[src/rtl/vector_split.sv]
// ---------------------------------------------------------------------------
// vector_split
//   De-interleaves one stream read from an upstream first-word-fall-through
//   FIFO into two downstream FIFOs.  Even-numbered words (0,2,4,...) go to X
//   and odd-numbered words (1,3,5,...) go to Y.  Each word is fetched into a
//   holding register, then written to the lane currently selected.  With no
//   backpressure this gives one word every two cycles.
//
//   Optional feature: define VECTOR_SPLIT_STATS_EN to add the 32-bit write
//   counters x_count / y_count.  Both wrap from 0xFFFFFFFF to 0.
//
// Ports
//   clock     in   single clock, all state updates on its rising edge
//   reset     in   synchronous, active-high reset
//   in_dout   in   upstream FIFO head word (valid while in_empty=0)
//   in_empty  in   upstream FIFO holds no word
//   in_rd_en  out  pop the upstream head word at the next rising edge
//   x_din     out  X FIFO write data (always the holding register)
//   x_wr_en   out  X FIFO write strobe
//   x_full    in   X FIFO cannot accept a word
//   y_din     out  Y FIFO write data (always the holding register)
//   y_wr_en   out  Y FIFO write strobe
//   y_full    in   Y FIFO cannot accept a word
//   x_count   out  (VECTOR_SPLIT_STATS_EN only) number of X writes
//   y_count   out  (VECTOR_SPLIT_STATS_EN only) number of Y writes
// ---------------------------------------------------------------------------
module vector_split #(
  parameter int DATA_WIDTH = 32
) (
  input  logic                  clock,
  input  logic                  reset,
  input  logic [DATA_WIDTH-1:0] in_dout,
  input  logic                  in_empty,
  output logic                  in_rd_en,
  output logic [DATA_WIDTH-1:0] x_din,
  output logic                  x_wr_en,
  input  logic                  x_full,
  output logic [DATA_WIDTH-1:0] y_din,
  output logic                  y_wr_en,
  input  logic                  y_full
`ifdef VECTOR_SPLIT_STATS_EN
  ,
  output logic [31:0]           x_count,
  output logic [31:0]           y_count
`endif
);

  typedef enum logic {
    S_FETCH = 1'b0,
    S_WRITE = 1'b1
  } state_t;

  localparam logic LANE_X = 1'b0;
  localparam logic LANE_Y = 1'b1;

  state_t                  state_q, state_d;
  logic                    lane_q,  lane_d;
  logic [DATA_WIDTH-1:0]   hold_q,  hold_d;

  // The word currently selected for output can be written this cycle.
  logic lane_ready;
  assign lane_ready = (lane_q == LANE_X) ? !x_full : !y_full;

  // -------------------------------------------------------------------------
  // State register
  // -------------------------------------------------------------------------
  // NOTE: clocked state uses non-blocking (<=) so every flop samples the
  // pre-edge value of its _d; blocking here would create order-dependent races.
  always_ff @(posedge clock) begin
    if (reset) begin
      state_q <= S_FETCH;
      lane_q  <= LANE_X;
      // NOTE: the holding register is a single word, not a memory, and it is
      // cleared so x_din/y_din read 0 after reset and a held word is dropped.
      hold_q  <= '0;
    end else begin
      state_q <= state_d;
      lane_q  <= lane_d;
      hold_q  <= hold_d;
    end
  end

  // -------------------------------------------------------------------------
  // Next-state logic
  // -------------------------------------------------------------------------
  always_comb begin
    // NOTE: every comb output gets a default first so no path leaves it
    // unassigned, which is what would otherwise infer a latch.
    state_d = state_q;
    lane_d  = lane_q;
    hold_d  = hold_q;
    case (state_q)
      S_FETCH: begin
        if (!in_empty) begin
          hold_d  = in_dout;
          state_d = S_WRITE;
        end
      end
      S_WRITE: begin
        // Only the selected lane may advance; a free opposite lane is ignored
        // so ordering across X and Y is preserved.
        if (lane_ready) begin
          lane_d  = ~lane_q;
          state_d = S_FETCH;
        end
      end
      default: state_d = S_FETCH;
    endcase
  end

  // -------------------------------------------------------------------------
  // Output logic: strobes are purely combinational and gated off in reset so
  // a reset cycle can never pop or push a word.
  // -------------------------------------------------------------------------
  always_comb begin
    in_rd_en = 1'b0;
    x_wr_en  = 1'b0;
    y_wr_en  = 1'b0;
    if (!reset) begin
      case (state_q)
        S_FETCH: in_rd_en = !in_empty;
        S_WRITE: begin
          if (lane_q == LANE_X) x_wr_en = !x_full;
          else                  y_wr_en = !y_full;
        end
        default: ;
      endcase
    end
  end

  assign x_din = hold_q;
  assign y_din = hold_q;

`ifdef VECTOR_SPLIT_STATS_EN
  // -------------------------------------------------------------------------
  // Write counters; natural 32-bit overflow gives the wrap to zero.
  // -------------------------------------------------------------------------
  logic [31:0] x_count_q, x_count_d;
  logic [31:0] y_count_q, y_count_d;

  always_comb begin
    x_count_d = x_count_q + (x_wr_en ? 32'd1 : 32'd0);
    y_count_d = y_count_q + (y_wr_en ? 32'd1 : 32'd0);
  end

  always_ff @(posedge clock) begin
    if (reset) begin
      x_count_q <= '0;
      y_count_q <= '0;
    end else begin
      x_count_q <= x_count_d;
      y_count_q <= y_count_d;
    end
  end

  assign x_count = x_count_q;
  assign y_count = y_count_q;
`endif

endmodule

[config.mk]
export PLATFORM = sky130hd
export DESIGN_NAME = vector_split
export DESIGN_NICKNAME = d
export VERILOG_FILES = /design/src/rtl/vector_split.sv
export SDC_FILE = /design/constraint.sdc
export NUM_CORES = 1
export LEC_CHECK = 0
export BUFFER_PORTS_ARGS = -buffer_cell sky130_fd_sc_hd__buf_2
export CORE_ASPECT_RATIO = 0.5
export CORE_UTILIZATION = 43
export DETAILED_ROUTE_END_ITERATION = 6
export PLACE_DENSITY = 0.81
export SYNTH_ARGS = -nofsm -noshare
export SYNTH_HDL_FRONTEND = slang
export SYNTH_SLANG_ARGS = --single-unit
export TNS_END_PERCENT = 50
[constraint.sdc]
create_clock -name clock -period 1.6 [get_ports clock]
set_clock_uncertainty 0.1 [all_clocks]
set_input_delay 0.08 -clock clock [delete_from_list [all_inputs] [get_ports clock]]
set_output_delay 0.08 -clock clock [all_outputs]
set_load 0.01 [all_outputs]
# ---- Word-level counts from Yosys, hierarchy flattened
# Cells that the tools add are included.
dict set report totals {
  ff_bits 34
  in_bits 37
  elab_cells 23
}
dict set report op_classes {
  n_mux 12
  bitwise 3
  n_reduce_logical 5
}
# cell count
set op_table {}
lappend op_table {{two-way mux 1 bit} 11}
lappend op_table {{AND reduction 2 bit} 2}
lappend op_table {{logical NOT 1 bit} 3}
lappend op_table {{inverter 1 bit} 3}
lappend op_table {{one-hot mux 1 bit (2 select lines)} 1}

# ---- Longest topological paths before layout
# Gate-level depths: netlist of the first run.
dict set report depth {
  word_depth 4
  mapped_depth 4
  depth_no_buf 2
}

# ---- Worst setup path before layout of the first run
# No wires, ideal clock.
dict set report synth_timing {
  path_type {reg2out}
  start {register state_q}
  end {output x_wr_en}
  arrival_ns 1.019
  required_ns 1.420
  path_slack_ns 0.401
  stages_incl_launch_ff 3
  n_path_buf 1
  path_cell_list {dfxtp_1 > buf_2 > nor4b_1}
}
dict set report synth_between {
  elab_chain_cells 2
}
# element line_no
set synth_rtl {}
lappend synth_rtl {{start, declared} 56} ;# state_t state_q, state_d;
lappend synth_rtl {{start signal, assigned} 77} ;# state_q <= state_d;
lappend synth_rtl {{two-way mux 1 bit} 120} ;# case (state_q)
lappend synth_rtl {{two-way mux 1 bit} 119} ;# if (!reset) begin
lappend synth_rtl {{end, declared} 36} ;# output logic x_wr_en,
# Every way passes these cells.

# ---- Worst setup path after layout of the first run
# Same ends and word-level chain as after synthesis.

==> results.py, run 1 <==
metrics = {
    "worst_setup_path": {
        "crit_path_max_incr_delay_ns": 0.45,
        "crit_chain": "buf_12 -> nor4b_1 -> buf_2",
        "path_max_fanout": 29,
        "end_kind": "output port",
        "cp.arrival_ns": 1.29,
        "cp-start-kind": "flop",
        "r2r-end": "x_din[16]$_SDFFE_PP0P_",
        "ff2ff_setup_slack_ns": 0.36,
        "cp_slowest_cell": "dfxtp_4",
        "worstSetupPathType": "flop to output port",
        "r2r_cells": 3,
        "timing.rr.start": "state_q$_SDFF_PP0_",
        "crit_required_ns": 1.42,
    },
    "synth": {
        "yosysWarnings": 0,
        "synth.most_common_cell": "dfxtp_1",
        "synth_area_leaders": "dfxtp_1 40%, or3b_1 17%, buf_4 14%",
        "syn_area_um2": 1680,
        "synth_top_area_frac": 0.404,
        "syn-num-nets": 227,
        "yosysSeqAreaShare": 0.404,
        "synth_edf_count": 0,
        "yosys-top-cells-count": "34 x dfxtp_1, 32 x a21oi_1, 32 x buf_4, 32 x o21ai_0, 32 x or3b_1",
        "yosysTopAreaCell": "dfxtp_1",
        "ys_ff_latch": 34,
        "synth_cells": 190,
        "async_reset_ff_frac": 0,
        "synth.avg_cell_area_um2": 8.86,
        "ys.flop_type": "dfxtp_1",
        "synth.distinct_cells": 19,
    },
    "global_routing": {
        "antenna_found_initial": 0,
        "globalRouteMet3Util": 0.0561,
        "grt_pass1_wl_mm": 5.09,
        "grt_use_met2": 0.258,
        "track_usage": 0.156,
        "use_met1": 0.192,
        "grt.overflow.total": 0,
        "grt_pass1_vias": 1135,
        "busiest_layer": "met2",
        "grt_max_degree": 41,
    },
    "worst_hold_path": {
        "hp-class": "primary input to flop",
        "whs_path_depth": 3,
        "holdPathEnd": "lane_q$_SDFFE_PP0P_",
        "hold_start": "x_full",
    },
    "timing": {
        "setup_viol": 0,
        "drv_slew": 0,
        "post-route-period-util": 0.917,
        "min_period_ns": 1.47,
        "tightest_slew_ns": 0.446,
        "rsz0062_at_grt": "no",
        "hold_viol": 0,
        "setup-tns-final_ns": 0,
        "relSlewSlack": 0.703,
        "max_freq_mhz": 682,
    },
    "placement": {
        "dp.cells": 298,
        "port-buffer-count": 103,
        "hpwl_mm": 2.42,
        "place_congestion": 0.682,
    },
    "die": {
        "initial_core_util": 0.469,
        "pin_count": 104,
        "die_w_um": 90.5,
        "fp-row-count": 15,
        "core_area_um2": 3580,
        "die-area_um2": 4180,
        "chipHeight_um": 46.2,
    },
    "power": {
        "peakVddDrop_mv": 0.401,
        "power_density_nw_per_um2": 922,
        "p_leak_nw": 1.03,
    },
    "cts": {
        "cts_tree": "built",
        "cts_resized": 0,
        "clk_pin_slew_ns": 0.06,
        "htree_levels": 2,
        "clock_latency_ns": 0.27,
        "ctsHoldBuffers": 0,
        "clock_sinks": 34,
        "cts_buffer_depth": 2,
        "numCtsBuffers": 5,
        "postCtsSetupRepairBufs": 0,
        "root_buffer": "clkbuf_8",
    },
    "layout": {
        "final_cell_count_no_fill": 306,
        "syn_to_final_growth_pct": 24.5,
        "nFillCells": 343,
        "antenna_cells": 0,
        "nets": 291,
        "drive_above_1_share": 0.451,
    },
    "routing": {
        "drtIter0Drc": 93,
        "wl_per_cell_um": 11.1,
        "drc": 0,
        "vias_per_cell": 4.78,
        "antenna_left": 0,
        "dr.pass1.iters": 4,
        "wirelength_mm": 3.40,
        "dr_total_vias": 1463,
    },
    "run_status": {
        "status": "finished, final reports clean",
    },
    "run": {
        "maxCapViolCount": 0,
    },
}
cells in the final DEF (no fill, tap or decap):
cell      instances
clkbuf_1          1
a21oi_1          32
clkinv_2          1
dfxtp_4           1
dfxtp_1          33
buf_12            3
or3b_1           32
and3b_1           1
nand2b_1          1
o21ai_0          32
nor4b_1           1
nor2b_1           2
mux2i_1           1
inv_1             1
nor3_1            1
buf_2           103
a221oi_1          1
a211oi_1          1
clkbuf_8          6
buf_4             1
final cells by class:
cell class	count	area [um^2]	area share
sequential	34	684	0.327
inverter	1	3.75	0.00179
timing repair buffer	107	583	0.278
clock buffer	7	86.3	0.0412
tap	51	63.8	0.0305
clock inverter	1	5.00	0.00239
multi-input combinational	105	668	0.319
report_power, final:
group	internal (W)	total (W)	leakage, nW	switching [W]
Sequential	0.000900	0.000941	0.280	0.0000410
Clock	0.000347	0.000636	0.0482	0.000289
Combinational	0.000174	0.000354	0.704	0.000180
Total	0.00142	0.00193	1.03	0.000510
cell families after synthesis:
kind of cell / Yosys count / share of synthesized area
mux: 1 / 0.00595
buf+inv: 51 / 0.199
flops: 34 / 0.404
compound gates: 66 / 0.200
simple gates: 38 / 0.191
flip-flops by register name, summed over array words and instances, names as in the netlist:
signal   count
x_din       32
state_q      1
lane_q       1
how the worst max path moves through the flow:
stage               endpoint          startpoint
floorplan            x_wr_en  state_q$_SDFF_PP0_
global placement     x_wr_en  state_q$_SDFF_PP0_
detailed placement   x_wr_en  state_q$_SDFF_PP0_
CTS                  x_wr_en  state_q$_SDFF_PP0_
global route         x_wr_en  state_q$_SDFF_PP0_
finish               x_wr_en  state_q$_SDFF_PP0_
worst max-delay path: cells and delay by family, from the launching register on:
kind | cells | cell delay [ns]
simple gates | 1 | 0.21
flops | 1 | 0.45
buf+inv | 2 | 0.35
per-layer routing:
metal / wire (um) / vias to the layer above
li1: - / 770
met1: 1600 / 655
met2: 1620 / 38
met3: 177 / 0
met4: 0 / 0
met5: 0 / -
stage by stage:
step | setup WS [ns] | cell area (um^2) | total power [W] | util | hold WS [ns]
final | 0.133 | 2090 | 0.00193 | 0.584 | 0.0163
after global routing | 0.0241 | 2090 | 0.00203 | 0.584 | 0.0179
after CTS | 0.0168 | 2090 | 0.00195 | 0.584 | 0.0141
after detailed placement | 0.327 | 2000 | 0.00132 | 0.558 | 0.306
after global placement | 0.347 | 2000 | 0.00131 | 0.558 | 0.294
after floorplan | 0.401 | 1680 | 0.00121 | - | 0.113
Note: power is estimated with default switching activity, not from simulation.
==> run 2: changes to the inputs <==
--- a/config.mk
+++ b/config.mk
@@ -7,10 +7,11 @@
 export LEC_CHECK = 0
 export BUFFER_PORTS_ARGS = -buffer_cell sky130_fd_sc_hd__buf_2
 export CORE_ASPECT_RATIO = 0.5
-export CORE_UTILIZATION = 43
+export CORE_UTILIZATION = 46
 export DETAILED_ROUTE_END_ITERATION = 6
-export PLACE_DENSITY = 0.81
+export PLACE_DENSITY = 0.86
+export SLEW_MARGIN = 20
 export SYNTH_ARGS = -nofsm -noshare
 export SYNTH_HDL_FRONTEND = slang
 export SYNTH_SLANG_ARGS = --single-unit
-export TNS_END_PERCENT = 50
+export TNS_END_PERCENT = 30
==> constraint.sdc (replaced) <==
create_clock -name clock -period 1.8 [get_ports clock]
set_clock_uncertainty 0.1 [all_clocks]
set_input_delay 0.09 -clock clock [delete_from_list [all_inputs] [get_ports clock]]
set_output_delay 0.09 -clock clock [all_outputs]
set_load 0.01 [all_outputs]
==> results.py, run 2 (synthesis results as in run 1) <==
metrics = {
    "layout": {
        "final_core_utilization": 0.591,
        "largest_reg_flops": 32,
        "drive_above_1_share": 0.447,
        "antenna_cells": 0,
        "final_common_cell": "buf_2",
        "nets": 289,
        "most-common-layout-cells": "103 x buf_2, 33 x dfxtp_1, 32 x or3b_1, 32 x o21ai_0, 32 x a21oi_1",
        "design_area_um2": 2050,
        "syn_to_final_growth_pct": 21.9,
    },
    "routing": {
        "wirelength_mm": 3.53,
        "antenna_left": 0,
        "dr.pass1.iters": 4,
        "wl_per_cell_um": 11.6,
        "drtIter0Drc": 65,
        "drc": 0,
        "vias_per_cell": 4.84,
        "dr_total_vias": 1471,
    },
    "timing": {
        "setup_viol": 0,
        "setup-tns-final_ns": 0,
        "relSlewSlack": 0.432,
        "min_period_ns": 1.53,
        "post-route-period-util": 0.852,
        "fin_worst_hold_slack_ns": 0.0236,
        "tightest_slew_ns": 0.853,
        "drv_slew": 0,
        "max_freq_mhz": 652,
        "hold_viol": 0,
        "rsz0062_at_grt": "no",
        "fin_ws_ns": 0.266,
    },
    "cts": {
        "ctsHoldBuffers": 0,
        "clock_sinks": 34,
        "numCtsBuffers": 5,
        "clock_latency_ns": 0.28,
        "cts_tree": "built",
        "postCtsSetupRepairBufs": 0,
        "cts_buffer_depth": 2,
        "htree_levels": 2,
        "cts_resized": 0,
        "root_buffer": "clkbuf_8",
        "clk_pin_slew_ns": 0.06,
    },
    "power": {
        "power_density_nw_per_um2": 831,
        "p_leak_nw": 1.01,
        "peakVddDrop_mv": 0.292,
    },
    "die": {
        "die_w_um": 87.5,
        "chipHeight_um": 44.8,
        "core_area_um2": 3470,
        "fp-row-count": 15,
        "pin_count": 104,
        "die-area_um2": 3920,
        "initial_core_util": 0.485,
    },
    "worst_setup_path": {
        "worstSetupPathType": "flop to output port",
        "setup.worst_path.start": "state_q$_SDFF_PP0_",
        "cp-start-kind": "flop",
        "cp.arrival_ns": 1.34,
        "r2r_cells": 3,
        "crit_path_max_incr_delay_ns": 0.52,
        "timing.rr.start": "state_q$_SDFF_PP0_",
        "critical-path-top-delay-family": "flip-flops",
        "crit_required_ns": 1.61,
        "r2r-end": "x_din[7]$_SDFFE_PP0P_",
        "path_max_fanout": 21,
        "cp_slowest_cell": "dfxtp_2",
        "end_kind": "output port",
        "crit_chain": "buf_4 -> and3b_1 -> buf_2",
        "ff2ff_setup_slack_ns": 0.48,
        "worst-path-buf-inv": 2,
    },
    "global_routing": {
        "grt_max_degree": 67,
        "grt.overflow.total": 0,
        "grt_pass1_wl_mm": 5.31,
        "antenna_found_initial": 0,
        "track_usage": 0.176,
        "grt_pass1_vias": 1179,
    },
    "run_status": {
        "status": "finished, final reports clean",
    },
    "placement": {
        "place_ws_ns": 0.453,
        "hpwl_mm": 2.44,
        "place_congestion": 0.653,
        "port-buffer-count": 103,
        "dpl_cell_area_um2": 1960,
    },
    "worst_hold_path": {
        "hold_start": "x_full",
        "holdPathEnd": "lane_q$_SDFFE_PP0P_",
        "hp-class": "primary input to flop",
        "whs_path_depth": 3,
    },
    "run": {
        "maxCapViolCount": 0,
    },
}
## run 2: cell count changes in the layout (fill, tap and decap cells not counted)
cell     previous run  this run
dfxtp_4             1         0
buf_12              3         1
dfxtp_2             0         1
## run 2: worst max-delay path by stage
stage,end,slack (ns),cells after the start
after CTS,y_wr_en,0.25,3
after floorplan,x_wr_en,0.59,2
final,y_wr_en,0.27,3
after global placement,x_din[8]$_SDFFE_PP0P_,0.54,3
after global routing,y_wr_en,0.16,3
after detailed placement,x_din[5]$_SDFFE_PP0P_,0.45,3
## run 2: stage by stage
stage | cells | total power (W)
after floorplan | 190 | 0.00108
final | 304 | 0.00171
after CTS | 304 | 0.00173
after detailed placement | 296 | 0.00116
after global routing | 304 | 0.00180
after global placement | 296 | 0.00115
## run 2: worst min-delay path, delay by kind of cell
kind	cells	cell delay, ns
buffers and inverters	1	0.09
AOI/OAI and AO/OA	1	0.06
and+or+nand+nor	1	0.10
## run 2: area by class of cell
class / count / area, um^2
Timing Repair Buffer: 105 / 543
Clock buffer: 7 / 86.3
Clock inverter: 1 / 5.00
Multi-Input combinational cell: 105 / 668
Inverter: 1 / 3.75
Fill cell: 321 / 1420
Sequential cell: 34 / 682
Tap cell: 51 / 63.8
## run 2: metal layers
layer | global-route usage | vias up | part of all wire
met1 | 0.221 | 662 | 0.44
met5 | 0 | - | 0
li1 | - | 763 | -
met4 | 0.0721 | 0 | 0.012
met3 | 0.0475 | 7 | 0.043
met2 | 0.295 | 39 | 0.50
## run 2: where the power goes
group | switching, W | total (W) | leakage, nW | internal, W
clock network | 0.000256 | 0.000564 | 0.0482 | 0.000308
logic | 0.000161 | 0.000305 | 0.686 | 0.000144
registers | 0.0000364 | 0.000837 | 0.280 | 0.000800
total | 0.000453 | 0.00171 | 1.01 | 0.00125
